$ cat src/rtl/mem_read_controller_pkg.sv
// Shared load-path constants: opcode/funct3 encodings, memory regions, FSM states.
package mem_read_controller_pkg;

  localparam logic [6:0] OPC_LOAD = 7'b0000011;

  localparam logic [2:0] FNC_LB  = 3'b000;
  localparam logic [2:0] FNC_LH  = 3'b001;
  localparam logic [2:0] FNC_LW  = 3'b010;
  localparam logic [2:0] FNC_LBU = 3'b100;
  localparam logic [2:0] FNC_LHU = 3'b101;

  typedef enum logic [1:0] {
    REG_NONE = 2'd0,
    REG_DMEM = 2'd1,
    REG_BIOS = 2'd2,
    REG_IO   = 2'd3
  } region_e;

  typedef enum logic [1:0] {
    ST_IDLE = 2'd0,
    ST_RESP = 2'd1,
    ST_HELD = 2'd2
  } state_e;

  // Region decode, highest address bit wins: IO > BIOS > DMEM > NONE.
  function automatic region_e decode_region(input logic [31:0] addr);
    if (addr[31])      return REG_IO;
    else if (addr[30]) return REG_BIOS;
    else if (addr[28]) return REG_DMEM;
    else               return REG_NONE;
  endfunction

endpackage

$ cat src/rtl/mem_read_controller_load_extract.sv
// Combinational load formatter: picks byte/halfword/word at the given offset
// and sign- or zero-extends it. Halfwords at offset 3 straddle the word and
// are suppressed with a misaligned flag, mirroring the store side.
module load_extract
  import mem_read_controller_pkg::*;
(
  input  logic [2:0]  funct3_i,
  input  logic [1:0]  offset_i,
  input  logic [31:0] word_i,
  output logic [31:0] result_o,
  output logic        misaligned_o
);

  logic [31:0] shifted;

  // Shift the addressed lane down to bit 0, then extend by access size.
  always_comb begin
    shifted      = word_i >> {offset_i, 3'b000};
    result_o     = 32'd0;
    misaligned_o = 1'b0;
    case (funct3_i)
      FNC_LB:  result_o = {{24{shifted[7]}}, shifted[7:0]};
      FNC_LBU: result_o = {24'd0, shifted[7:0]};
      FNC_LH: begin
        if (offset_i == 2'd3) misaligned_o = 1'b1;
        else                  result_o = {{16{shifted[15]}}, shifted[15:0]};
      end
      FNC_LHU: begin
        if (offset_i == 2'd3) misaligned_o = 1'b1;
        else                  result_o = {16'd0, shifted[15:0]};
      end
      FNC_LW:  result_o = word_i;
      default: result_o = 32'd0;
    endcase
  end

endmodule

$ cat src/rtl/mem_read_controller.sv
// Load-side memory controller: accepts loads in execute, selects the region,
// formats the synchronous-read data one cycle later and holds it across stalls.
module mem_read_controller
  import mem_read_controller_pkg::*;
(
  input  logic        clk,
  input  logic        rst,
  input  logic [31:0] instruction,
  input  logic [31:0] address,
  input  logic        stall,
  input  logic [31:0] dmem_dout,
  input  logic [31:0] bios_dout,
  input  logic [31:0] io_dout,
  output logic        load_valid,
  output logic [31:0] data_out,
  output logic        misaligned
);

  state_e      state_q;
  logic [2:0]  funct3_q;
  logic [1:0]  offset_q;
  region_e     region_q;
  logic        valid_q;
  logic [31:0] hold_data_q;
  logic        hold_mis_q;

  logic        accept;
  region_e     region_d;
  logic [31:0] word_sel;
  logic [31:0] ext_data;
  logic        ext_mis;

  // Only opcode, funct3 and the region/offset address bits matter here.
  logic unused_bits;
  assign unused_bits = ^{instruction[31:15], instruction[11:7], address[29], address[27:2]};

  assign accept   = (instruction[6:0] == OPC_LOAD) && !stall;
  assign region_d = decode_region(address);

  // Region mux on the data returned for the captured request; NONE reads as 0.
  always_comb begin
    word_sel = 32'd0;
    case (region_q)
      REG_DMEM: word_sel = dmem_dout;
      REG_BIOS: word_sel = bios_dout;
      REG_IO:   word_sel = io_dout;
      default:  word_sel = 32'd0;
    endcase
  end

  load_extract u_extract (
    .funct3_i     (funct3_q),
    .offset_i     (offset_q),
    .word_i       (word_sel),
    .result_o     (ext_data),
    .misaligned_o (ext_mis)
  );

  // Request FSM: capture on acceptance, latch the formatted result when a
  // stall arrives during the response cycle, release when the stall drops.
  always_ff @(posedge clk) begin
    if (rst) begin
      state_q     <= ST_IDLE;
      funct3_q    <= 3'd0;
      offset_q    <= 2'd0;
      region_q    <= REG_NONE;
      valid_q     <= 1'b0;
      hold_data_q <= 32'd0;
      hold_mis_q  <= 1'b0;
    end else begin
      case (state_q)
        ST_IDLE: begin
          if (accept) begin
            funct3_q <= instruction[14:12];
            offset_q <= address[1:0];
            region_q <= region_d;
            valid_q  <= 1'b1;
            state_q  <= ST_RESP;
          end
        end
        ST_RESP: begin
          if (accept) begin
            funct3_q <= instruction[14:12];
            offset_q <= address[1:0];
            region_q <= region_d;
            valid_q  <= 1'b1;
            state_q  <= ST_RESP;
          end else if (stall) begin
            hold_data_q <= ext_data;
            hold_mis_q  <= ext_mis;
            valid_q     <= 1'b1;
            state_q     <= ST_HELD;
          end else begin
            valid_q <= 1'b0;
            state_q <= ST_IDLE;
          end
        end
        ST_HELD: begin
          if (stall) begin
            state_q <= ST_HELD;
          end else if (accept) begin
            funct3_q <= instruction[14:12];
            offset_q <= address[1:0];
            region_q <= region_d;
            valid_q  <= 1'b1;
            state_q  <= ST_RESP;
          end else begin
            valid_q <= 1'b0;
            state_q <= ST_IDLE;
          end
        end
        default: begin
          valid_q <= 1'b0;
          state_q <= ST_IDLE;
        end
      endcase
    end
  end

  // Output select: live formatted data in RESP, hold register in HELD, 0 idle.
  always_comb begin
    data_out   = 32'd0;
    misaligned = 1'b0;
    case (state_q)
      ST_RESP: begin
        data_out   = ext_data;
        misaligned = ext_mis;
      end
      ST_HELD: begin
        data_out   = hold_data_q;
        misaligned = hold_mis_q;
      end
      default: begin
        data_out   = 32'd0;
        misaligned = 1'b0;
      end
    endcase
  end

  assign load_valid = valid_q;

endmodule

$ cat config.mk
export PLATFORM = sky130hd
export DESIGN_NAME = mem_read_controller
export DESIGN_NICKNAME = d
export VERILOG_FILES = /design/src/rtl/mem_read_controller_pkg.sv /design/src/rtl/mem_read_controller_load_extract.sv /design/src/rtl/mem_read_controller.sv
export SDC_FILE = /design/constraint.sdc
export NUM_CORES = 1
export LEC_CHECK = 0
export CORE_MARGIN = 3
export CORE_UTILIZATION = 30
export CTS_BUF_LIST = sky130_fd_sc_hd__clkbuf_16
export CTS_CLUSTER_SIZE = 10
export DETAILED_ROUTE_END_ITERATION = 6
export HOLD_SLACK_MARGIN = 0.02
export MAX_ROUTING_LAYER = met4
export SLEW_MARGIN = 40
export SYNTH_ARGS = -nofsm -noshare
export SYNTH_HDL_FRONTEND = slang
export SYNTH_SLANG_ARGS = --single-unit
$ cat constraint.sdc
create_clock -name clk -period 2.5 [get_ports clk]
set_input_delay 0.25 -clock clk [delete_from_list [all_inputs] [get_ports clk]]
set_output_delay 0.25 -clock clk [all_outputs]
set_load 0.05 [all_outputs]
==> metrics.md <==
| Metric | Value |
|---|---|
| Min-Delay Path Depth | 2 |
| Total power | 1.60 mW |
| Worst setup EP type | primary output |
| EDFF count, synth | 0 |
| FP Rows | 40 |
| Lkg Pwr | 2.35 nW |
| Vias per Instance | 5.33 |
| First-pass GRT wire length | 23.6 mm |
| Slew headroom | 54.4% |
| Required time of the critical path | 2.25 ns |
| Failing checks | setup timing |
| P&R area growth vs syn | 85.3% |
| Critical path peak fanout | 6 |
| Status | complete, but fails checks |
| Largest net degree at the start of global routing | 46 |
| PortBufs | 147 |
| Chip Width | 118 µm |
| GRT Total Usage | 21.2% |
| Fin nets | 822 |
| Post-synth net total | 639 |
| Hold Fails Final Rpt | 0 |
| Setup crit start kind | flop |
| Mean Syn Cell Area | 7.90 µm² |
| Most frequent cell on the critical path | buf_12 |
| DR WL/cell | 18.1 µm |
| Ant. Diodes | 0 |
| Post-Syn Area | 3730 µm² |
| I/O Pins | 197 |
| # setup viols final | 32 |
| Worst slew pin tran | 0.682 ns |
| Max Used Layer | met4 |
| Setup_tns | -5.11 ns |
| Min-delay worst type | in2reg |
| Worst vdd ir | 0.197 mV |
| Initial antenna violation count | 0 |
| Met3 wire length | 916 µm |
| YS warnings | 0 |
| Syn Inst Count | 472 |
| Crit-path slowest cell | mux4_2 |
| Commonest cells after routing, fill and taps aside | 113 x clkdlybuf4s50_1, 64 x buf_4, 61 x nor2_1, 50 x nand2_1, 42 x dfxtp_1 |
| Hpwl dp | 11.2 mm |
| Stages on the worst setup path | 9 |
| Slew Viols, Final | 0 |
| Share of the clock period used by the worst path | 108% |
| Final instance area | 6910 µm² |
| Unrepaired setup endpoints after global routing | yes |
| Yosys reg bits | 43 |
| Met1 wire length | 6.42 mm |
| Post-Route Skew | 0.00456 ns |
| Clk slew on worst S/H paths | 0.06 ns |
| Max H-tree Level | 2 |
| Clk sink count | 43 |
| CP Buf/Inv Count | 4 |
| Total Routed Length | 14.9 mm |
| Placed insts | 804 |
| Most common cell after layout, fill and taps aside | clkdlybuf4s50_1 |
| Sequential area share after synthesis | 23.1% |
| CTS Hold Buffers Added | 0 |
| Via count | 4,391 |
| Die Y-Extent | 118 µm |
| Post-route setup slack | -0.210 ns |
| RePlAce Congestion | 0.901 |
| Share of cells above drive strength 1 | 35.8% |
| Die Area | 13,800 µm² |
| Layout Cells excl Fill | 824 |
| Placement Cell Area | 6130 µm² |
| Drc violations | 0 |
| Asr flop ratio synth | 0% |
| Starting DRT DRC Count | 291 |
| Most used flip-flop cell after synthesis | dfxtp_1 |
| Critical path class | reg2out |
| Vias in the first global route | 4,558 |
| Yosys cell types | 44 |
| Worst-case reg-to-reg path depth | 9 |
| Starting Density | 30.9% |
| Fmax | 369 MHz |
| Root Buffer | clkbuf_16 |
| Delay-heaviest family, CP | multiplexers |
| Worst-path cell chain | buf_4 -> mux2i_2 -> mux4_2 -> buf_6 -> o22ai_4 -> nor3_4 -> buf_12 -> a311oi_4 -> buf_12 |
| DRT Pass-1 Iters | 4 |
| Minimum clock period | 2.71 ns |
| DRT antenna net count | 0 |
| CTS tree | built |
| Num CTS Buffers | 5 |
| Core area | 12,100 µm² |
| Power density cells | 231 nW/µm² |
| Total grt overflow | 0 |
| Worst Path Arrival | 2.46 ns |
| Met2 routed WL | 7.38 mm |
| CTS max path bufs | 2 |
| Crit-path max cell delay | 0.51 ns |
| Maxcap violations | 0 |
| Worst-skew pair later-pin latency | 0.28 ns |
## cell families after synthesis
| group | Yosys count | synth area share, % |
|---|---|---|
| AOI/OAI and AO/OA | 175 | 38.1 |
| adders and majority gates | 4 | 1.34 |
| buffers and inverters | 56 | 6.57 |
| DFF | 43 | 23.1 |
| muxes | 40 | 12.3 |
| and+or+nand+nor | 154 | 18.6 |
## worst register-to-register path, stage by stage (launching register included)
cell and delay (ns):
dfxtp_2 0.35, buf_12 0.14, mux2i_1 0.22, mux4_2 0.30, buf_6 0.11, o22ai_4 0.06, nor3_4 0.41, buf_16 0.20
buf_4 0.23, a311oi_2 0.12
## report_power, final
| part | switching, mW | leakage [nW] | total (mW) | internal, mW |
|---|---|---|---|---|
| combinational | 0.0825 | 1.93 | 0.281 | 0.198 |
| clock | 0.267 | 0.0762 | 0.629 | 0.361 |
| sequential | 0.00142 | 0.347 | 0.688 | 0.687 |
| total | 0.351 | 2.35 | 1.60 | 1.25 |
## final cells by class
cell class / count / area [µm²]
Multi-Input combinational cell: 373 / 3130
Clock buffer: 5 / 125
Sequential cell: 43 / 862
Tap cell: 168 / 210
Inverter: 9 / 33.8
Timing Repair Buffer: 223 / 2540
Fill cell: 1073 / 5150
Clock inverter: 3 / 12.5
## path summary, 6_finish.rpt
path / end / startpoint / slack (ns)
worst max-delay path: data_out[17] / region_q[1] / -0.21
worst min-delay path: funct3_q[2] / rst / 0.45
worst max register to register: hold_data_q[23] / region_q[1] / 0.21
worst min register to register: hold_mis_q / hold_mis_q / 0.46
## Yosys cell counts, types with 2 or more instances
library cell | count | area, µm²
a211oi_1 | 29 | 218
a21oi_1 | 41 | 205
a221oi_1 | 5 | 43.8
a22oi_1 | 28 | 210
a2bb2oi_1 | 2 | 17.5
a311oi_1 | 3 | 26.3
a311oi_2 | 30 | 450
and2_1 | 4 | 25.0
buf_1 | 4 | 15.0
buf_2 | 7 | 35.0
buf_6 | 3 | 33.8
clkbuf_1 | 32 | 120
dfxtp_1 | 43 | 861
ha_1 | 4 | 50.1
inv_1 | 9 | 33.8
mux2_2 | 28 | 315
mux2i_1 | 10 | 100
mux4_2 | 2 | 45.0
nand2_1 | 50 | 188
nand2b_1 | 17 | 106
nand4_1 | 2 | 12.5
nor2_1 | 61 | 229
nor2b_1 | 5 | 31.3
nor3_1 | 5 | 25.0
o21ai_0 | 14 | 70.1
o221ai_1 | 4 | 35.0
o22ai_1 | 12 | 75.1
or3_1 | 2 | 12.5
## metrics by stage
stage | hold WS (ns) | setup WS [ns] | utilization [%]
2_1_floorplan | 0.397 | -0.197 | -
3_3_place_gp | 0.444 | -0.156 | 50.8
3_5_place_dp | 0.447 | -0.133 | 50.9
4_1_cts | 0.436 | -0.214 | 55.5
5_1_grt | 0.455 | -0.292 | 57.3
6_report | 0.445 | -0.210 | 57.3
## layer usage
layer  up-vias  GRT usage [%]
met5         -              -
met4         0           5.20
met3        18           4.13
met2       182           35.3
met1      2039           26.7
li1       2152              -
## flip-flops by register name, summed over array words and instances (netlist names)
signal / count
hold_data_q: 32
funct3_q: 3
offset_q: 2
region_q: 2
state_q: 2
hold_mis_q: 1
load_valid: 1
## repair_timing
action                                  CTS  global route
buffers inserted                          7             1
gates resized for setup                  45            28
pin swaps                                 9             9
endpoints found under the setup margin   32            32
gates cloned                              3             1
Power figures use the tool's default switching activity.
==> RTL change, RTL diff (same settings) <==
Reset style: asynchronous (`rst`), changed in one clocked block.
--- a/src/rtl/mem_read_controller.sv
+++ b/src/rtl/mem_read_controller.sv
@@ -60,3 +60,3 @@
   // stall arrives during the response cycle, release when the stall drops.
-  always_ff @(posedge clk) begin
+  always_ff @(posedge clk or posedge rst) begin
     if (rst) begin
Check against the original RTL: differs if rst is asserted again (counterexample within 4 cycles, from zero or initial values and one cycle with rst high); with rst held inactive, the same outputs for 4 cycles.
==> RTL change against the original RTL <==
The run still ends with negative setup slack left; cell count is 8.9% lower; sequential cell count stayed put; synthesized area is 3.9% lower; routed wire length is 8.4% lower; worst setup slack worse by 0.050 ns; register-to-register slack better by 0.05 ns; non-clock buffer count is 4 lower; design area is 9.0% lower; critical path type unchanged.
Power is not compared: it rests on default switching activity, and its combinational part moved more than twofold at a synthesized area within 25%.
==> RTL change: results (changes against the original RTL) <==
----------------------------------------------------
[Run status]
  Outcome ... finished with violations (unchanged)
  Violations in the final reports ... negative setup slack (unchanged)

[Cells and area]
  Number of fill cells in the layout ... 1047 (was 1073)
  Share of post-route cells with drive strength above 1 ... 34.5% (was 35.8%)

[Global routing]
  Largest net degree at the start of global routing ... 47 (was 46)
  Gr usage total ... 20.6% (was 21.2%)
  Vias in the first global route ... 4024 (was 4558)
  Global-route wire length before repair ... 20900 µm (was 23600 µm)

[Logic synthesis]
  Syn Nets ... 581 (was 639)
  Number of library cell types mapped by synthesis ... 49 (was 44)
  Arithmetic-cell share of the synthesized area counting full adders, half adders and majority gates ... 1.40% (was 1.34%)
  Cell types occupying the most area after synthesis ... sky130_fd_sc_hd__dfrtp_1 (30%), sky130_fd_sc_hd__a22oi_1 (9.8%), sky130_fd_sc_hd__mux2i_1 (7.5%), sky130_fd_sc_hd__a21oi_1 (5.3%), sky130_fd_sc_hd__mux2_2 (4.7%) (was sky130_fd_sc_hd__dfxtp_1 (23%), sky130_fd_sc_hd__a311oi_2 (12%), sky130_fd_sc_hd__mux2_2 (8.5%), sky130_fd_sc_hd__nor2_1 (6.1%), sky130_fd_sc_hd__a211oi_1 (5.8%))
  Proportion of synthesized area in mux cells ... 13.5% (was 12.3%)
  Compound-gate portion of the synthesized area ... 32.1% (was 38.1%)
  Ranking of synthesized cells by instance count ... sky130_fd_sc_hd__a22oi_1 (47), sky130_fd_sc_hd__dfrtp_1 (43), sky130_fd_sc_hd__a21oi_1 (38), sky130_fd_sc_hd__nand2_1 (38), sky130_fd_sc_hd__nor2_1 (35) (was sky130_fd_sc_hd__nor2_1 (61), sky130_fd_sc_hd__nand2_1 (50), sky130_fd_sc_hd__dfxtp_1 (43))
  Sequential cell area fraction in the yosys report ... 30.0% (was 23.1%)
  Fraction of registers with async set/reset ... 100% (was 0%)

[Routing]
  DR vias ... 4063 (was 4391)
  Routed len/inst ... 18.2 µm (was 18.1 µm)

[Worst setup path]
  Cell count of the worst reg-to-reg path ... 10 (was 9)
  Worst Path Max Fanout ... 7 (was 6)
  Worst setup path startpoint ... region_q[0] (was region_q[1])

[CTS]
  Resized Gates After CTS ... 34 (was 45)

[STA]
  Clock tree skew after final layout ... 0.00590 ns (was 0.00456 ns)
  Transition time at the pin with the least slew margin ... 0.814 ns (was 0.682 ns)
  Aggregate negative setup slack ... -4.34 ns (was -5.11 ns)
  Minimum setup slack in the final design ... -0.260 ns (was -0.210 ns)
  Total setup violations reported at the end of the flow ... 29 (was 32)

[Place]
  Setup slack at placement ... -0.166 ns (was -0.133 ns)
  Dpl hpwl ... 10500 µm (was 11200 µm)

----------------------------------------------------
==> RTL change: changes by cell type after synthesis, moves of 12 or more <==
| cell | delta |
|---|---|
| sky130_fd_sc_hd__clkbuf_1 | -13 |
| sky130_fd_sc_hd__a22o_1 | +13 |
| sky130_fd_sc_hd__o22ai_1 | -12 |
| sky130_fd_sc_hd__nand2_2 | +21 |
| sky130_fd_sc_hd__nand2b_1 | -14 |
| sky130_fd_sc_hd__nor2_1 | -26 |
| sky130_fd_sc_hd__mux2i_1 | +17 |
| sky130_fd_sc_hd__dfxtp_1 | -43 |
| sky130_fd_sc_hd__mux2_2 | -13 |
| sky130_fd_sc_hd__a311oi_2 | -30 |
| sky130_fd_sc_hd__nand2_1 | -12 |
| sky130_fd_sc_hd__dfrtp_1 | +43 |
| sky130_fd_sc_hd__a22oi_1 | +19 |
| sky130_fd_sc_hd__a211oi_1 | -26 |
==> RTL change: metal layers <==
layer  track usage (%)  share of wire [%]  vias to the layer above
met2              36.0                 52                      132
met1              25.0                 42                     1967
li1                  -                  -                     1950
met5                 -                  0                        -
met4              3.99                1.1                        0
met3              3.32                5.3                       14
==> RTL change: area by class of cell <==
cell class	count	area (µm²)	share of cell area (%)
Multi-Input combinational cell	332	2530	40.2
Clock inverter	3	23.8	0.378
Tap cell	143	179	2.84
Clock buffer	5	125	1.99
Timing Repair Buffer	219	2330	37.1
Sequential cell	43	1080	17.2
Inverter	6	22.5	0.358
==> RTL change: through the flow <==
step                std cells  power [µW]  hold WS, ns  area (µm²)
detailed placement        719        2820        0.474        5570
global route              751        3960        0.406        6290
finish                    751        3730        0.339        6290
CTS                       732        3560        0.362        5910
floorplan                 414        2170        0.367        3600
global placement          719        2770        0.464        5560
